`config.mk`:
```
export PLATFORM = sky130hd
export DESIGN_NAME = sat_counter
export DESIGN_NICKNAME = d
export VERILOG_FILES = /design/src/rtl/sat_counter.sv
export SDC_FILE = /design/constraint.sdc
export NUM_CORES = 1
export LEC_CHECK = 0
export CAP_MARGIN = 20
export CORE_AREA = 2 2 39 41
export CTS_CLUSTER_SIZE = 14
export DETAILED_ROUTE_END_ITERATION = 7
export DIE_AREA = 0 0 41 43
export PLACE_DENSITY_LB_ADDON = 0.3
export SLEW_MARGIN = 20
export SYNTH_ARGS = -nofsm -noshare
export SYNTH_HDL_FRONTEND = slang
export SYNTH_SLANG_ARGS = --single-unit
export TNS_END_PERCENT = 20
```
`constraint.sdc`:
```
create_clock -name clk -period 1.9 [get_ports clk]
set_clock_uncertainty 0.2 [all_clocks]
set_input_delay 0.285 -clock clk [delete_from_list [all_inputs] [get_ports clk]]
set_output_delay 0.285 -clock clk [all_outputs]
set_load 0.01 [all_outputs]
```
`src/rtl/sat_counter.sv`:
```
// Saturating event counter with synchronous clear (clear wins).
// Shared by framing/parity/overrun status counters.
module sat_counter #(
  parameter int unsigned WIDTH = 8
) (
  input  logic             clk,
  input  logic             rst_n,
  input  logic             inc,
  input  logic             clr,
  output logic [WIDTH-1:0] count
);

  logic [WIDTH-1:0] cnt_q;
  logic [WIDTH-1:0] cnt_d;

  // next count: clear first, then saturating increment
  always_comb begin
    cnt_d = cnt_q;
    if (clr) begin
      cnt_d = '0;
    end else if (inc && (cnt_q != '1)) begin
      cnt_d = cnt_q + 1'b1;
    end
  end

  // count register
  always_ff @(posedge clk or negedge rst_n) begin
    if (!rst_n) begin
      cnt_q <= '0;
    end else begin
      cnt_q <= cnt_d;
    end
  end

  assign count = cnt_q;

endmodule

```
After elaboration in Yosys (flattened, before gate mapping)
Cells that the tools add are included.
{ "totals": {"ff_bits": 8, "out_inout_bits": 8} }
{ "op_classes": {"add_sub_neg": 1, "n_eq_ne": 1, "mux": 2, "reduce_logical": 2} }
{ "op_table": {"columns": ["op", "n"], "rows": [
  ["8-bit 2-to-1 mux", 2],
  ["8-bit by 1-bit adder with 8-bit output, second input constant", 1],
  ["8-bit inequality test, second input constant", 1],
  ["2-bit nonzero test", 1],
  ["1-bit logical AND", 1]
]} }

Logic depth before layout (Yosys ltp)
Gate-level depths: netlist of run 1.
{ "depth": {"depth_word": 4, "mapped_depth": 4} }

Worst setup path before layout of run 1
OpenSTA, ideal clock, no wires.
{ "synth_timing": {"path_type": "register to register", "start": "register cnt_q[0] (netlist: count[0])", "end": "register cnt_q[0] (netlist: count[0])", "setup_ps": 125, "arrival_ps": 1509, "t_required_ps": 1575, "slack_ps": 66, "stages_incl_launch_ff": 5, "n_path_buf": 0, "period_less_slack_ps": 1834, "cell_sequence": "dfrtp_1 ha_1 and4_2 a21boi_1 mux2_2"} }
{ "synth_between": {"elab_chain_len": 3, "elab_cells_between_ends": 6, "cone_classes": "add/sub (1); eq/ne (1); mux (2); reduce/logical (2)"} }
{ "synth_rtl": {"columns": ["item", "line_no", "text"], "rows": [
  ["start: declaration", "13", "logic [WIDTH-1:0] cnt_q;"],
  ["start signal: assignment", "31", "cnt_q <= cnt_d;"],
  ["8-bit by 1-bit adder with 8-bit output / 8-bit inequality test (equally long branches)", "22, 21", null],
  ["8-bit 2-to-1 mux / 1-bit logical AND (equally long branches)", "21", "end else if (inc && (cnt_q != '1)) begin"],
  ["8-bit 2-to-1 mux / 2-bit nonzero test (equally long branches)", null, null]
]} }
Several ways; a longest one is shown, not always the timed one. The select of a mux whose other input is x is not followed.
A chain may end at the register's enable or synchronous reset.

Worst setup path in the final report of run 1
{ "layout_timing": {"start": "register cnt_q[2] (netlist: count[2])", "end": "output port count[2]"} }
{ "layout_lines": {"columns": ["item", "line_no", "text"], "rows": [
  ["end: declaration", "10", "output logic [WIDTH-1:0] count"]
]} }
No word-level cell between the ends.

==> summary.txt, run 1 <==
Outcome
  • Status: finished, final reports clean

Critical path
  • Element type at the critical path end: output port
  • CP max-delay cell: clkdlybuf4s50_1
  • Critical path type: reg2out
  • CP bufs+invs: 1
  • CP Cell Sequence: clkdlybuf4s50_1
  • Worst EP arrival: 1.31 ns
  • Crit path max-delay family: buffers and inverters
  • Crit-path max FO: 7
  • CP required: 1.41 ns
  • Critical path launch point type: flop
  • CP max stage delay: 0.58 ns

Die
  • Die area: 1760 um^2
  • Core ar.: 1380 um^2
  • Die Ht: 43 um
  • Initial core utilization: 0.335
  • Ports: 12
  • Site row count: 14
  • Die X: 41 um

Routing
  • First drt pass iteration count: 3
  • Via density: 5.23
  • Residual DRC: 0
  • Wire length per cell: 13.1 um
  • Post-route ant nets: 0
  • Starting DRC count in detailed routing: 7
  • WL final: 1090 um
  • Vias: 434

Power
  • Comb power frac: 0.148
  • NetSw: 86.5 uW
  • Clock Power Share: 0.363
  • VDD IR max: 296 uV
  • Sequential Power Share: 0.489
  • Pwr per Cell Area: 556 nW/um^2
  • Internal power: 277 uW
  • Leak pwr: 0.269 nW
  • Net Sw Frac: 0.238
  • Post-layout power: 363 uW

Synthesis
  • Mapped cell area: 464 um^2
  • Post-synthesis sequential area ratio: 0.431
  • Asr flop ratio synth: 1.00
  • Ys Warns: 0
  • Post-Syn Instances: 49
  • Syn_area_per_cell: 9.47 um^2
  • Primary FF master, synth: dfrtp_1
  • Synthesized flop and latch total: 8
  • Yosys cell types: 28
  • EDFF count, synth: 0
  • Syn Nets: 54

GRT
  • Largest net degree at the start of global routing: 9
  • Vias in the first global route: 405
  • Gr usage total: 0.160
  • Initial antenna violation count: 0
  • First-pass GRT wire length: 1810 um
  • Total gr overflow: 0

STA
  • Slew margin rel.: 0.758
  • Pins Over Slew Limit: 0
  • Final Setup Violations: 0
  • Worst-margin pin slew: 0.354 ns
  • Period utilisation layout: 0.944
  • Max frequency: 0.558 GHz
  • TNS Setup: 0 ns
  • Final min period: 1.79 ns
  • Hold Slack: 0.0995 ns
  • RSZ-0062 raised after global routing: no
  • Final Hold Viols: 0

Min path
  • Hold Crit Class: in2async

Final layout
  • Share of cells above drive strength 1: 0.194
  • Layout net count: 74
  • Post-route design area: 653 um^2
  • Ant diodes: 0
  • Post-route insts no fill: 83
  • P&R area growth vs syn: 40.7%
  • Number of flip-flops in the largest register: 8

Clock tree
  • # Post-CTS Setup Buffers: 0
  • Cts bufs inserted: 3
  • CTS clock-pin slew for the worst setup and hold paths: 0.06 ns
  • CTS root buf: clkbuf_4
  • TritonCTS Sinks: 8
  • Clock Latency Late Sink: 0.26 ns
  • # hold bufs at CTS: 0
  • Clk buf depth: 2
  • Post-CTS resize count: 0
  • CTS tree: done
  • Htree depth: 1

Place
  • Placed cell area: 631 um^2
  • Hpwl dp: 826 um
  • Placed Cells: 80
  • I/O Buffers: 11
  • Placer congestion estimate: 0.720

Job
  • Total of max-cap violations: 0
## Yosys cell counts, types with 2 or more instances
| master | n | area share |
|---|---|---|
| nand3_1 | 2 | 0.022 |
| nand2_1 | 2 | 0.016 |
| nand2b_1 | 3 | 0.040 |
| nor2_1 | 2 | 0.016 |
| a21oi_1 | 3 | 0.032 |
| inv_1 | 2 | 0.016 |
| dfrtp_1 | 8 | 0.43 |
| nor3_1 | 4 | 0.043 |
| mux2_2 | 2 | 0.049 |
| nor2b_1 | 3 | 0.040 |
## cell type report
| class | count | area (um^2) |
|---|---|---|
| Timing Repair Buffer | 17 | 155 |
| Multi-Input combinational cell | 37 | 248 |
| Tap cell | 16 | 20.0 |
| Clock buffer | 3 | 22.5 |
| Sequential cell | 8 | 200 |
| Fill cell | 135 | 731 |
| Inverter | 2 | 7.51 |
## kinds of logic after synthesis
| logic type | share of synthesized area |
|---|---|
| compound gates | 0.127 |
| simple gates | 0.310 |
| buf+inv | 0.0350 |
| fa+ha+maj | 0.0269 |
| mux | 0.0701 |
| flops | 0.431 |
## stage by stage
stage | util | worst slack [ns]
after floorplan | - | 0.0659
after global placement | 0.456 | 0.0773
after detailed placement | 0.456 | 0.0440
after CTS | 0.472 | 0.102
after global routing | 0.472 | 0.0498
final | 0.472 | 0.107
## layer usage
layer | routed length, um | global-route usage
met1 | 479 | 0.183
met3 | 59 | 0.0785
met5 | 0 | 0
met2 | 543 | 0.238
met4 | 6 | 0.0800
## power groups by stage
stage	Clock [mW]	Combinational, mW	Sequential (mW)
6_report	0.132	0.0539	0.177
2_1_floorplan	0	0.0174	0.185
3_3_place_gp	0	0.0534	0.180
4_1_cts	0.139	0.0544	0.177
3_5_place_dp	0	0.0537	0.180
5_1_grt	0.154	0.0588	0.178
## final timing paths
path                       startpoint  endpoint  slack, ns  cells after the start
min reg2reg                  count[7]  count[7]       0.38                      2
max in group asynchronous       rst_n  count[3]       1.14                      1
min                             rst_n  count[2]        0.1                      1
max reg2reg                  count[0]  count[0]       0.20                      4
min in group clk             count[7]  count[7]       0.38                      2
max                          count[2]  count[2]       0.11                      1
## layout by cell type, fill, tap and decap left out, types with 2 or more instances in the layout
cell type        Yosys  layout
inv_1                2       2
nor2_1               2       2
a21oi_1              3       3
clkbuf_4             0       3
nor3_1               4       4
mux2_2               2       2
nand2_1              2       2
clkdlybuf4s50_1      0      11
nand3_1              2       2
nor2b_1              3       3
nand2b_1             3       3
buf_4                0       6
dfrtp_1              8       8
(Power assumes the default switching activity.)
==> inputs of run 2 (changes only) <==
==> constraint.sdc (replaced) <==
create_clock -name clk -period 1.9 [get_ports clk]
set_clock_uncertainty 0.2 [all_clocks]
set_input_delay 0.285 -clock clk [delete_from_list [all_inputs] [get_ports clk]]
set_output_delay 0.285 -clock clk [all_outputs]
set_load 0.1 [all_outputs]
==> summary.txt, run 2 (same netlist as run 1, synthesis figures left out) <==
Outcome
  • Status: finished, final reports clean

Die
  • Die X: 41 um (unchanged)
  • Initial core utilization: 0.335 (unchanged)
  • Core ar.: 1380 um^2 (unchanged)
  • Die area: 1760 um^2 (unchanged)
  • Site row count: 14 (unchanged)
  • Die Ht: 43 um (unchanged)
  • Ports: 12 (unchanged)

Clock tree
  • Clock Latency Late Sink: 0.26 ns (about the same)
  • # hold bufs at CTS: 0 (unchanged)
  • CTS tree: done
  • Post-CTS resize count: 0 (unchanged)
  • # Post-CTS Setup Buffers: 0 (unchanged)
  • CTS clock-pin slew for the worst setup and hold paths: 0.06 ns (about the same)
  • Cts bufs inserted: 3 (unchanged)
  • CTS root buf: clkbuf_4
  • Htree depth: 1 (unchanged)
  • TritonCTS Sinks: 8 (unchanged)
  • Clk buf depth: 2 (unchanged)

Final layout
  • Commonest non-fill, non-tap cells in the layout: buf_12 (8), dfrtp_2 (6), nor3_1 (4)
  • # fillers: 124 (-8.1%)
  • Most common cell after layout, fill and taps aside: buf_12
  • P&R area growth vs syn: 58.5%
  • Share of cells above drive strength 1: 0.429 (+0.235)
  • Ant diodes: 0 (unchanged)
  • Number of flip-flops in the largest register: 8 (unchanged)
  • Layout net count: 70 (-5.4%)

Routing
  • Wire length per cell: 13.3 um (+1.6%)
  • Residual DRC: 0 (unchanged)
  • WL final: 1050 um (-3.3%)
  • Vias: 444 (+2.3%)
  • Starting DRC count in detailed routing: 7 (unchanged)
  • First drt pass iteration count: 4 (+1)
  • Via density: 5.62 (+7.5%)
  • Post-route ant nets: 0 (unchanged)

Critical path
  • CP required: 1.85 ns (+0.44 ns)
  • Crit path depth: 4 (+3)
  • Crit path max-delay family: flip-flops
  • R2r endpoint: count[0]
  • CP bufs+invs: 0 (-1)
  • Crit-path max FO: 7 (unchanged)
  • Worst EP arrival: 1.74 ns (+0.43 ns)
  • Reg2Reg Depth: 4 (unchanged)
  • Launch point of the worst reg-to-reg path: count[1]
  • Critical path type: reg2reg
  • Setup slack, reg-to-reg: 0.11 ns (-0.09 ns)
  • CP Cell Sequence: ha_4 -> and4_4 -> a21boi_2 -> mux2_2
  • CP max-delay cell: dfrtp_4
  • CP max stage delay: 0.53 ns (-0.05 ns)
  • Critical path launch point type: flop
  • Element type at the critical path end: flop

Place
  • Hpwl dp: 770 um (-6.7%)
  • Setup WS pre-CTS: 0.0980 ns (+0.0541 ns)
  • I/O Buffers: 11 (unchanged)
  • Placer congestion estimate: 0.710 (-1.4%)

Job
  • Total of max-cap violations: 0 (unchanged)

STA
  • Slew margin rel.: 0.747 (-0.0111)
  • Worst-margin pin slew: 0.370 ns (+0.0162 ns)
  • Setup slack after layout: 0.113 ns (+0.00551 ns)
  • Final Hold Viols: 0 (unchanged)
  • Final min period: 1.79 ns (-0.00551 ns)
  • Period utilisation layout: 0.941 (-0.00290)
  • Final Setup Violations: 0 (unchanged)
  • RSZ-0062 raised after global routing: no
  • Pins Over Slew Limit: 0 (unchanged)
  • Max frequency: 0.560 GHz (+0.31%)
  • TNS Setup: 0 ns (unchanged)

GRT
  • Largest net degree at the start of global routing: 9 (unchanged)
  • Initial antenna violation count: 0 (unchanged)
  • Gr usage total: 0.160 (-0.000525)
  • Total gr overflow: 0 (unchanged)
  • First-pass GRT wire length: 1840 um (+1.2%)
  • Vias in the first global route: 424 (+4.7%)

Power
  • Leak pwr: 0.273 nW (+1.4%)
  • VDD IR max: 238 uV (-19%)
  • Pwr per Cell Area: 556 nW/um^2 (about the same)

Min path
  • Hold Crit Class: in2async
run 2: changes by cell type in the layout (fill, tap and decap cells not counted):
cell and change:
clkdlybuf4s50_1 -8, dfrtp_4 +2, ha_1 -1, ha_4 +1
dfrtp_1 -8, a21boi_2 +1, and4_4 +1, and4_2 -1
dfrtp_2 +6, buf_12 +8, buf_4 -4, a21boi_1 -1
run 2: report_power, final:
group | switching [mW] | internal, mW | total [mW]
combinational | 0.0483 | 0.0340 | 0.0822
clock | 0.0659 | 0.0728 | 0.139
sequential | 0.0110 | 0.177 | 0.188
total | 0.125 | 0.284 | 0.409
run 2: cell type report:
| type | instances | area [um^2] | share of cell area |
|---|---|---|---|
| Clock buffer | 3 | 22.5 | 0.0306 |
| Timing Repair Buffer | 13 | 205 | 0.279 |
| Inverter | 2 | 7.51 | 0.0102 |
| Multi-Input combinational cell | 37 | 265 | 0.361 |
| Sequential cell | 8 | 215 | 0.293 |
| Tap cell | 16 | 20.0 | 0.0272 |
run 2: metal layers:
| layer | wire length (um) | GRT usage |
|---|---|---|
| met5 | 0 | 0 |
| met4 | 34 | 0.120 |
| met3 | 35 | 0.0471 |
| met2 | 490 | 0.206 |
| met1 | 493 | 0.215 |
run 2: how the worst max path moves through the flow:
stage	end	startpoint	slack, ns
6_report	count[0]	count[1]	0.11
5_1_grt	count[0]	count[0]	0.08
4_1_cts	count[0]	count[0]	0.12
3_5_place_dp	count[7]	inc	0.1
3_3_place_gp	count[7]	inc	0.09
2_1_floorplan	count[0]	count[1]	0.03
run 2: per-stage QoR:
| stage | area (um^2) | utilization | power [mW] | hold slack, ns | instances |
|---|---|---|---|---|---|
| 2_1_floorplan | 497 | - | 0.237 | -0.211 | 49 |
| 3_3_place_gp | 713 | 0.515 | 0.273 | 0.390 | 76 |
| 3_5_place_dp | 713 | 0.515 | 0.274 | 0.389 | 76 |
| 4_1_cts | 736 | 0.532 | 0.416 | 0.122 | 79 |
| 5_1_grt | 736 | 0.532 | 0.426 | 0.131 | 79 |
| 6_report | 736 | 0.532 | 0.409 | 0.103 | 79 |
